<file path="src/rtl/write_mem.sv">
`default_nettype none
// ============================================================================
// Module   : write_mem
// Brief    : Logic analyzer capture writer. Arms on command, writes probe
//            samples into a circular buffer, then writes post_count samples
//            after a trigger and freezes. Define TRIGGER_EDGE_EN for a
//            rising-edge trigger; without it the trigger is level-sensitive.
// Revision : 1.0 - initial release
// ============================================================================
module write_mem #(
  parameter int DATA_WIDTH  = 8,
  parameter int ADDR_WIDTH  = 4,
  parameter int MEMORY_SIZE = 16
) (
  input  logic                  clk,
  input  logic                  reset,
  input  logic                  arm,
  input  logic                  trigger,
  input  logic [DATA_WIDTH-1:0] i_data,
  input  logic [ADDR_WIDTH-1:0] post_count,
  output logic [ADDR_WIDTH-1:0] waddr,
  output logic [ADDR_WIDTH-1:0] trig_addr,
  output logic [DATA_WIDTH-1:0] memory [MEMORY_SIZE],
  output logic                  armed,
  output logic                  triggered,
  output logic                  done
);

  typedef enum logic [1:0] {
    S_IDLE    = 2'd0,
    S_ARMED   = 2'd1,
    S_CAPTURE = 2'd2,
    S_DONE    = 2'd3
  } state_e;

  state_e                  state_q;
  logic [ADDR_WIDTH-1:0]   waddr_q;
  logic [ADDR_WIDTH-1:0]   trig_addr_q;
  logic [ADDR_WIDTH-1:0]   remain_q;
  logic                    armed_q;
  logic                    triggered_q;
  logic                    done_q;
  logic [DATA_WIDTH-1:0]   mem_q [MEMORY_SIZE];
  logic                    trig_evt;
  logic                    wr_en;

`ifdef TRIGGER_EDGE_EN
  // Previous trigger level, sampled in every state so a level already high
  // at arm time must fall and rise again before it counts.
  logic trig_prev_q;

  always_ff @(posedge clk or negedge reset) begin
    if (!reset) begin
      trig_prev_q <= 1'b0;
    end else begin
      trig_prev_q <= trigger;
    end
  end

  assign trig_evt = trigger & ~trig_prev_q;
`else
  assign trig_evt = trigger;
`endif

  // State resets asynchronously to IDLE, so no write can happen while reset is low.
  assign wr_en = (state_q == S_ARMED) || (state_q == S_CAPTURE);

  always_ff @(posedge clk) begin
    if (wr_en) begin
      mem_q[waddr_q] <= i_data;
    end
  end

  always_ff @(posedge clk or negedge reset) begin
    if (!reset) begin
      state_q     <= S_IDLE;
      waddr_q     <= '0;
      trig_addr_q <= '0;
      remain_q    <= '0;
      armed_q     <= 1'b0;
      triggered_q <= 1'b0;
      done_q      <= 1'b0;
    end else begin
      case (state_q)
        S_IDLE, S_DONE: begin
          if (arm) begin
            state_q <= S_ARMED;
            waddr_q <= '0;
            armed_q <= 1'b1;
            done_q  <= 1'b0;
          end
        end

        S_ARMED: begin
          waddr_q <= waddr_q + ADDR_WIDTH'(1);
          if (trig_evt) begin
            trig_addr_q <= waddr_q;
            remain_q    <= post_count;
            armed_q     <= 1'b0;
            if (post_count == '0) begin
              state_q <= S_DONE;
              done_q  <= 1'b1;
            end else begin
              state_q     <= S_CAPTURE;
              triggered_q <= 1'b1;
            end
          end
        end

        S_CAPTURE: begin
          waddr_q  <= waddr_q + ADDR_WIDTH'(1);
          remain_q <= remain_q - ADDR_WIDTH'(1);
          // This write consumes the last remaining post-trigger slot.
          if (remain_q == ADDR_WIDTH'(1)) begin
            state_q     <= S_DONE;
            triggered_q <= 1'b0;
            done_q      <= 1'b1;
          end
        end

        default: begin
          state_q <= S_IDLE;
        end
      endcase
    end
  end

  assign waddr     = waddr_q;
  assign trig_addr = trig_addr_q;
  assign memory    = mem_q;
  assign armed     = armed_q;
  assign triggered = triggered_q;
  assign done      = done_q;

endmodule
`default_nettype wire

</file>
<file path="config.mk">
export PLATFORM = sky130hd
export DESIGN_NAME = write_mem
export DESIGN_NICKNAME = d
export VERILOG_FILES = /design/src/rtl/write_mem.sv
export SDC_FILE = /design/constraint.sdc
export NUM_CORES = 1
export LEC_CHECK = 0
export ABC_AREA = 1
export BUFFER_PORTS_ARGS = -buffer_cell sky130_fd_sc_hd__buf_2
export CAP_MARGIN = 20
export CORE_MARGIN = 3
export CORE_UTILIZATION = 50
export DETAILED_ROUTE_END_ITERATION = 10
export GPL_ROUTABILITY_DRIVEN = 0
export GPL_TIMING_DRIVEN = 0
export PLACE_DENSITY = 0.87
export SLEW_MARGIN = 20
export SYNTH_ARGS = -nofsm -noshare
export SYNTH_HDL_FRONTEND = slang
export SYNTH_SLANG_ARGS = --single-unit
</file>
<file path="constraint.sdc">
create_clock -name clk -period 2.7 [get_ports clk]
set_clock_uncertainty 0.1 [all_clocks]
set_input_delay 0.81 -clock clk [delete_from_list [all_inputs] [get_ports clk]]
set_output_delay 0.81 -clock clk [all_outputs]
set_load 0.02 [all_outputs]
</file>
* Yosys cells after proc, flatten, opt, wreduce, memory -nomap -nowiden
Index checks and enable logic that the tools add are counted.
W data, S select, Z words.
** Word-level totals
- Bits in registers :: 145
- Latch bits :: 0
- Memory bits (writable) :: 0
- Bits in read-only memories :: 0
- Input port bits :: 16
- Output and inout port bits :: 139
- Logic and storage cells :: 75
- Memories kept :: 0
** Operators by class
- $add $sub $neg :: 2
- Multipliers :: 0
- Div/mod/pow operators :: 0
- Order comparisons :: 2
- Equality and inequality tests :: 9
- Shift operators :: 0
- Multiplexer cells :: 24
- Bitwise operators :: 1
- Reductions and logical operators :: 14
** Operators by type and width (number)
- $bwmux W128 :: 1
- $demux W8 S4 :: 1
- $pmux W4 S2 :: 2
- $mux W1 :: 10
- $mux W4 :: 2
- $mux W8 :: 1
- $reduce_and A4 Y1 :: 2
- $mux W2 :: 3
- $ne A2 B2 Y1 const B :: 3
- $pmux W2 S3 :: 1
- $reduce_and A3 Y1 :: 2
- $ge A5 B5 Y1 const B :: 1
- $lt A5 B1 Y1 const B :: 1
- $not A4 Y5 :: 1
- $add A4 B1 Y4 const B :: 1
- $eq A2 B2 Y1 const B :: 2
- $eq A4 B1 Y1 const B :: 1
- $logic_not A4 Y1 :: 1
- $ne A2 B1 Y1 const B :: 2
- $pmux W1 S2 :: 2
- $reduce_and A2 Y1 :: 2
- $reduce_bool A2 Y1 :: 2
- $reduce_or A2 Y1 :: 2
- $sub A4 B1 Y4 const B :: 1
- 5 further kinds :: 5

* Logic depth before layout (Yosys ltp)
Gate-level depths: netlist (run 1).
- Depth in word-level cells :: 6
- Gate-level depth with buffers :: 8

* Worst setup path before layout (run 1)
Ideal clock, no wire load.
- Kind :: reg-to-reg
- From :: reg state_q[0]
- To :: reg mem_q, in the netlist memory[100] (enable)
- Setup time :: 0.370 ns
- Data arrival time :: 1.410 ns
- Slack :: 0.820 ns
- Stages on the path, launching flop included :: 6
- Path buffers :: 0
- Cell sequence :: dfrtp_1 > inv_1 > ha_1 > clkinv_1 > nand2_1 > nor2_1
** Between the ends
- Longest elaborated chain between the ends :: 2
- Elaborated cells on any way between the ends :: 3
- Those cells by class :: 2 x eq/ne; 1 x reduce/logical
** RTL lines
- start, declared :: RTL line 36 : state_e state_q;
- start signal, assigned :: RTL line 76 : state_q <= S_IDLE;
- start signal, assigned :: RTL line 87 : state_q <= S_ARMED;
- start signal, assigned :: RTL line 101 : state_q <= S_DONE;
- $eq A2 B1 Y1 or $eq A2 B2 Y1 (tied branches) :: RTL line 66 : assign wr_en = (state_q == S_ARMED) || (state_q == S_CAPTURE);
- $logic_or A1 B1 Y1 * :: RTL line 66
- end signal, assigned by index :: RTL line 70 : mem_q[waddr_q] <= i_data;
- end, declared :: RTL line 43 : logic [DATA_WIDTH-1:0] mem_q [MEMORY_SIZE];
Mark *: on every way between the ends. The rest lies on a longest branch, timed or not.
A chain may end at the register's enable or synchronous reset.

* Worst setup path after layout (run 1)
- From :: reg state_q[0]
- To :: reg mem_q, in the netlist memory[99] (enable)
The elaborated chain is that of the path after synthesis.

==> results_dict.tcl, run 1 <==
set metrics [dict create \
    crit_fanout 10 \
    power.leakage_nw 2.57 \
    vias 2867 \
    final.period_utilization_pct 85.4 \
    fmax_mhz 434 \
    synth_area_leaders "edfxtp_1 79%, dfrtp_1 8.7%, nand2_1 3.3%, ha_1 2.3%, nor2_1 2.1%" \
    critPathKind "register to register" \
    worst_pin_slew_ns 0.856 \
    hold_viol 0 \
    cts_resized 0 \
    cts-root-buf "clkbuf_8" \
    synth_cells 270 \
    path_clk_slew_ns 0.06 \
    clk_latency_ns 0.49 \
    diodes 0 \
    grt_pass1_wl_um 16500 \
    cts_buffers 17 \
    fin_hold_ws_ns 0.130 \
    clkSinkCount 145 \
    first_pass_iters 4 \
    antenna_found_initial 0 \
    start_util_pct 52.1 \
    cp.arrival_ns 2.33 \
    routed_via_density 4.90 \
    setup_ws_ns 0.395 \
    synth_top_area_share_pct 79.1 \
    grt_pass1_vias 2901 \
    cp.required_ns 2.73 \
    yosysUniqueCellTypes 15 \
    post_cts_buffers 0 \
    dp_slack_ns 0.381 \
    r2r_slack_ns 0.39 \
    drt-initial-drc-count 153 \
    final_area_um2 6350 \
    totalWireLength_um 10800 \
    grt_start_max_net_pins 18 \
    crit_path_end_kind "register" \
    synth_nets 295 \
    hp-class "primary input to async pin" \
    synth-seq-cells 145 \
    cap_violations 0 \
    netlist_area_um2 4860 \
    final_common_cell "buf_2" \
    cts_hold_buf 0 \
    grt-ovfl-total 0 \
    area_growth_syn_to_layout_pct 30.7 \
    fin_nets 468 \
    yosysWarnings 0 \
    yosysSeqAreaShare_pct 87.8 \
    status "finished clean" \
    drive_gt1_share_pct 40.8 \
    core_um2 9330 \
    synth_area_leader_cell "edfxtp_1" \
    fp.dieW_um 105 \
    period_minus_slack_ns 2.31 \
    final_antenna_net_count 0 \
    finalMaxSlewViolations 0 \
    slew_headroom_pct 42.7 \
    die_h_um 105 \
    ir_worst_vdd_v 0.000774 \
    io_buffers 154 \
    rows 35 \
    drc 0 \
    rsz0062_at_grt "false" \
    ctsHtreeMaxLevel 4 \
    layout_common_cells "154 x buf_2, 128 x edfxtp_1, 43 x nand2_1" \
    p_per_area_nw_per_um2 1020 \
    ios 155 \
    wl_per_cell_um 18.5 \
    cts_max_path_buffers 2 \
    cts_tree "built" \
    placed_area_um2 5790 \
    hpwl_um 7150 \
    start_kind "register" \
    syn-mean-instance-area_um2 18.0 \
    grt_usage_pct 20.3 \
    setup_violations 0 \
    die_area_um2 10900 \
    tns_ns 0 \
]
## per-layer routing
metal  part of all wire [%]  GRT usage, %  vias up  routed length (µm)
met4                    1.5          7.69        0                 158
li1                       -             -     1329                   -
met1                     42          26.1     1376                4520
met2                     49          33.3      149                5320
met3                    7.6          5.50       13                 828
met5                      0             0        -                   0
## path summary, 6_finish.rpt
check	endpoint	cells past startpoint	startpoint
max	memory[99]	5	state_q[0]
min	triggered	1	reset
max reg2reg	memory[99]	5	state_q[0]
min reg2reg	triggered	2	triggered
max in group asynchronous	waddr[3]	1	reset
min in group clk	triggered	2	triggered
## area by class of cell
class / count / area [µm²]
clock inverter: 15 / 145
clock buffer: 17 / 414
sequential: 145 / 4270
fill: 631 / 2970
inverter: 14 / 52.6
tap: 129 / 161
multi-input combinational: 111 / 541
timing repair buffer: 154 / 771
## registers in the layout, indices dropped and copies added, names as in the netlist
signal and cells:
remain_q 4, memory 128, trig_addr 4, state_q 2, done 1, waddr 4, triggered 1, armed 1
## report_power, final
part / internal, mW / switching (mW) / total, mW
sequential: 2.80 / 0.148 / 2.95
clock: 1.18 / 0.975 / 2.15
combinational: 0.389 / 1.02 / 1.41
## cell families after synthesis
group / Yosys count / synth area share (%)
flip-flops: 145 / 87.8
buffers and inverters: 14 / 1.08
AND/OR/NAND/NOR: 82 / 6.74
AO/OA/AOI/OAI: 20 / 2.06
adder cells (fa/ha/maj): 9 / 2.32
## per-stage QoR
stage | power (mW) | instances | util (%)
5_1_grt | 6.82 | 585 | 68.1
3_5_place_dp | 4.39 | 553 | 62.1
2_1_floorplan | 3.89 | 270 | -
3_3_place_gp | 4.31 | 553 | 62.1
6_report | 6.51 | 585 | 68.1
4_1_cts | 6.56 | 585 | 68.1
## cell usage after synthesis
cell	instances
nand3_1	9
nor2_1	27
inv_1	12
nand4_1	1
edfxtp_1	128
inv_2	1
clkinv_1	1
nand3b_1	1
a21oi_1	6
nand2_1	43
ha_1	9
or2_1	1
dfrtp_1	17
o21ai_1	1
o21ai_0	13
## critical path: stages, from the launching register on
cell,delay (ns)
dfrtp_1,0.40
inv_1,0.06
ha_1,0.33
clkinv_1,0.18
nand2_1,0.21
nor2_1,0.65
(Power assumes the default switching activity.)
==> run 2, diff against run 1 <==
--- a/config.mk
+++ b/config.mk
@@ -13,7 +13,7 @@
 export DETAILED_ROUTE_END_ITERATION = 10
 export GPL_ROUTABILITY_DRIVEN = 0
 export GPL_TIMING_DRIVEN = 0
-export PLACE_DENSITY = 0.87
+export PLACE_DENSITY = 0.85
 export SLEW_MARGIN = 20
 export SYNTH_ARGS = -nofsm -noshare
 export SYNTH_HDL_FRONTEND = slang
==> run 2 against run 1 <==
Effect of this change: register-to-register slack improved by 0.07 ns; clock-buffer cell count did not move; worst setup slack improved by 0.067 ns; global-route usage fell by 0.36 points; largest cell class unchanged.
==> results_dict.tcl, run 2 (synthesis results as in run 1) <==
set metrics [dict create \
    status "finished clean" \
    hold_viol 0 \
    cts_resized 0 \
    die_h_um 105 \
    wl_met3_um 828 \
    cp.arrival_ns 2.27 \
    drc 0 \
    fin_nets 468 \
    routed_via_density 4.87 \
    io_buffers 154 \
    slew_headroom_pct 52.2 \
    path_cells "inv_1, ha_1, clkinv_1, nand2_1, nor2_1" \
    ios 155 \
    start_kind "register" \
    fmax_mhz 447 \
    setup_ws_ns 0.462 \
    finalMaxSlewViolations 0 \
    first_pass_iters 5 \
    largest_reg_flops 128 \
    m1WireLength_um 4340 \
    clk_latency_ns 0.50 \
    totalWireLength_um 10500 \
    grt-ovfl-total 0 \
    grt_pass1_wl_um 16100 \
    cts_tree "built" \
    power.leakage_nw 2.56 \
    path_clk_slew_ns 0.06 \
    cts-root-buf "clkbuf_8" \
    dp_slack_ns 0.453 \
    rows 35 \
    ctsHtreeMaxLevel 4 \
    met2_length_um 5210 \
    layout_common_cells "154 x buf_2, 128 x edfxtp_1, 43 x nand2_1" \
    crit_fanout 10 \
    crit_slowest_cell "nor2_1" \
    drive_gt1_share_pct 40.9 \
    cp.required_ns 2.73 \
    cts_hold_buf 0 \
    period_minus_slack_ns 2.24 \
    vias 2845 \
    grt_pass1_vias 2796 \
    final_antenna_net_count 0 \
    cts_max_path_buffers 2 \
    critPathKind "register to register" \
    die_area_um2 10900 \
    fp.dieW_um 105 \
    diodes 0 \
    worst_pin_slew_ns 0.714 \
    cp_slowest_stage_delay_ns 0.60 \
    start_util_pct 52.1 \
    rsz0062_at_grt "false" \
    hp-class "primary input to async pin" \
    post_cts_buffers 0 \
    hpwl_um 7110 \
    ir_worst_vdd_v 0.000768 \
    drt-initial-drc-count 139 \
    final_common_cell "buf_2" \
    grt_start_max_net_pins 18 \
    p_per_area_nw_per_um2 1020 \
    grt_usage_pct 19.9 \
    core_um2 9330 \
    final.period_utilization_pct 82.9 \
    setup_violations 0 \
    cts_buffers 17 \
    antenna_found_initial 0 \
    top_layer "met4" \
    crit_path_end_kind "register" \
    cap_violations 0 \
    area_growth_syn_to_layout_pct 30.7 \
    clkSinkCount 145 \
    fill_cells 608 \
    tns_ns 0 \
    wl_per_cell_um 18.0 \
]
==> run 2: power by group <==
part	leakage, nW	internal (mW)	total (mW)	switching (mW)
Sequential	1.37	2.80	2.94	0.141
Combinational	0.934	0.388	1.38	0.996
Clock	0.260	1.25	2.17	0.922
==> run 2: critical path, delay by kind of cell, from the launching register on <==
kind	cells	cell delay, ns
simple gates	2	0.80
buf+inv	2	0.24
fa+ha+maj	1	0.33
flops	1	0.39
==> run 2: stage by stage <==
| stage | hold slack [ns] | cell area (µm²) | utilization, % | total power [mW] | cells |
|---|---|---|---|---|---|
| floorplan | 0.372 | 4860 | - | 3.89 | 270 |
| global placement | 0.355 | 5790 | 62.1 | 4.32 | 553 |
| detailed placement | 0.366 | 5790 | 62.1 | 4.37 | 553 |
| CTS | 0.120 | 6350 | 68.1 | 6.55 | 584 |
| global route | 0.132 | 6350 | 68.1 | 6.82 | 584 |
| finish | 0.125 | 6350 | 68.1 | 6.49 | 584 |
==> run 2: area by class of cell <==
type	instances	area (µm²)	area share, %
clock buffers	17	414	6.52
clock inverters	14	145	2.28
inverters	14	52.6	0.827
multi-input cells	111	541	8.51
flip-flops and latches	145	4270	67.2
well taps	129	161	2.54
repair buffers	154	771	12.1
==> run 2: path summary, 6_finish.rpt <==
check | startpoint | to | slack (ns) | cells past startpoint
min in group clk | done | done | 0.38 | 2
min | reset | triggered | 0.13 | 1
max reg2reg | state_q[0] | memory[37] | 0.46 | 5
max in group asynchronous | reset | trig_addr[2] | 2.10 | 1
min reg2reg | done | done | 0.38 | 2
max | state_q[0] | memory[37] | 0.46 | 5
==> run 2: routing by layer <==
layer  vias up  global-route usage (%)
met1      1374                    25.3
met2       130                    33.3
met3        10                    5.62
li1       1331                       -
met4         0                    6.75
met5         -                       0
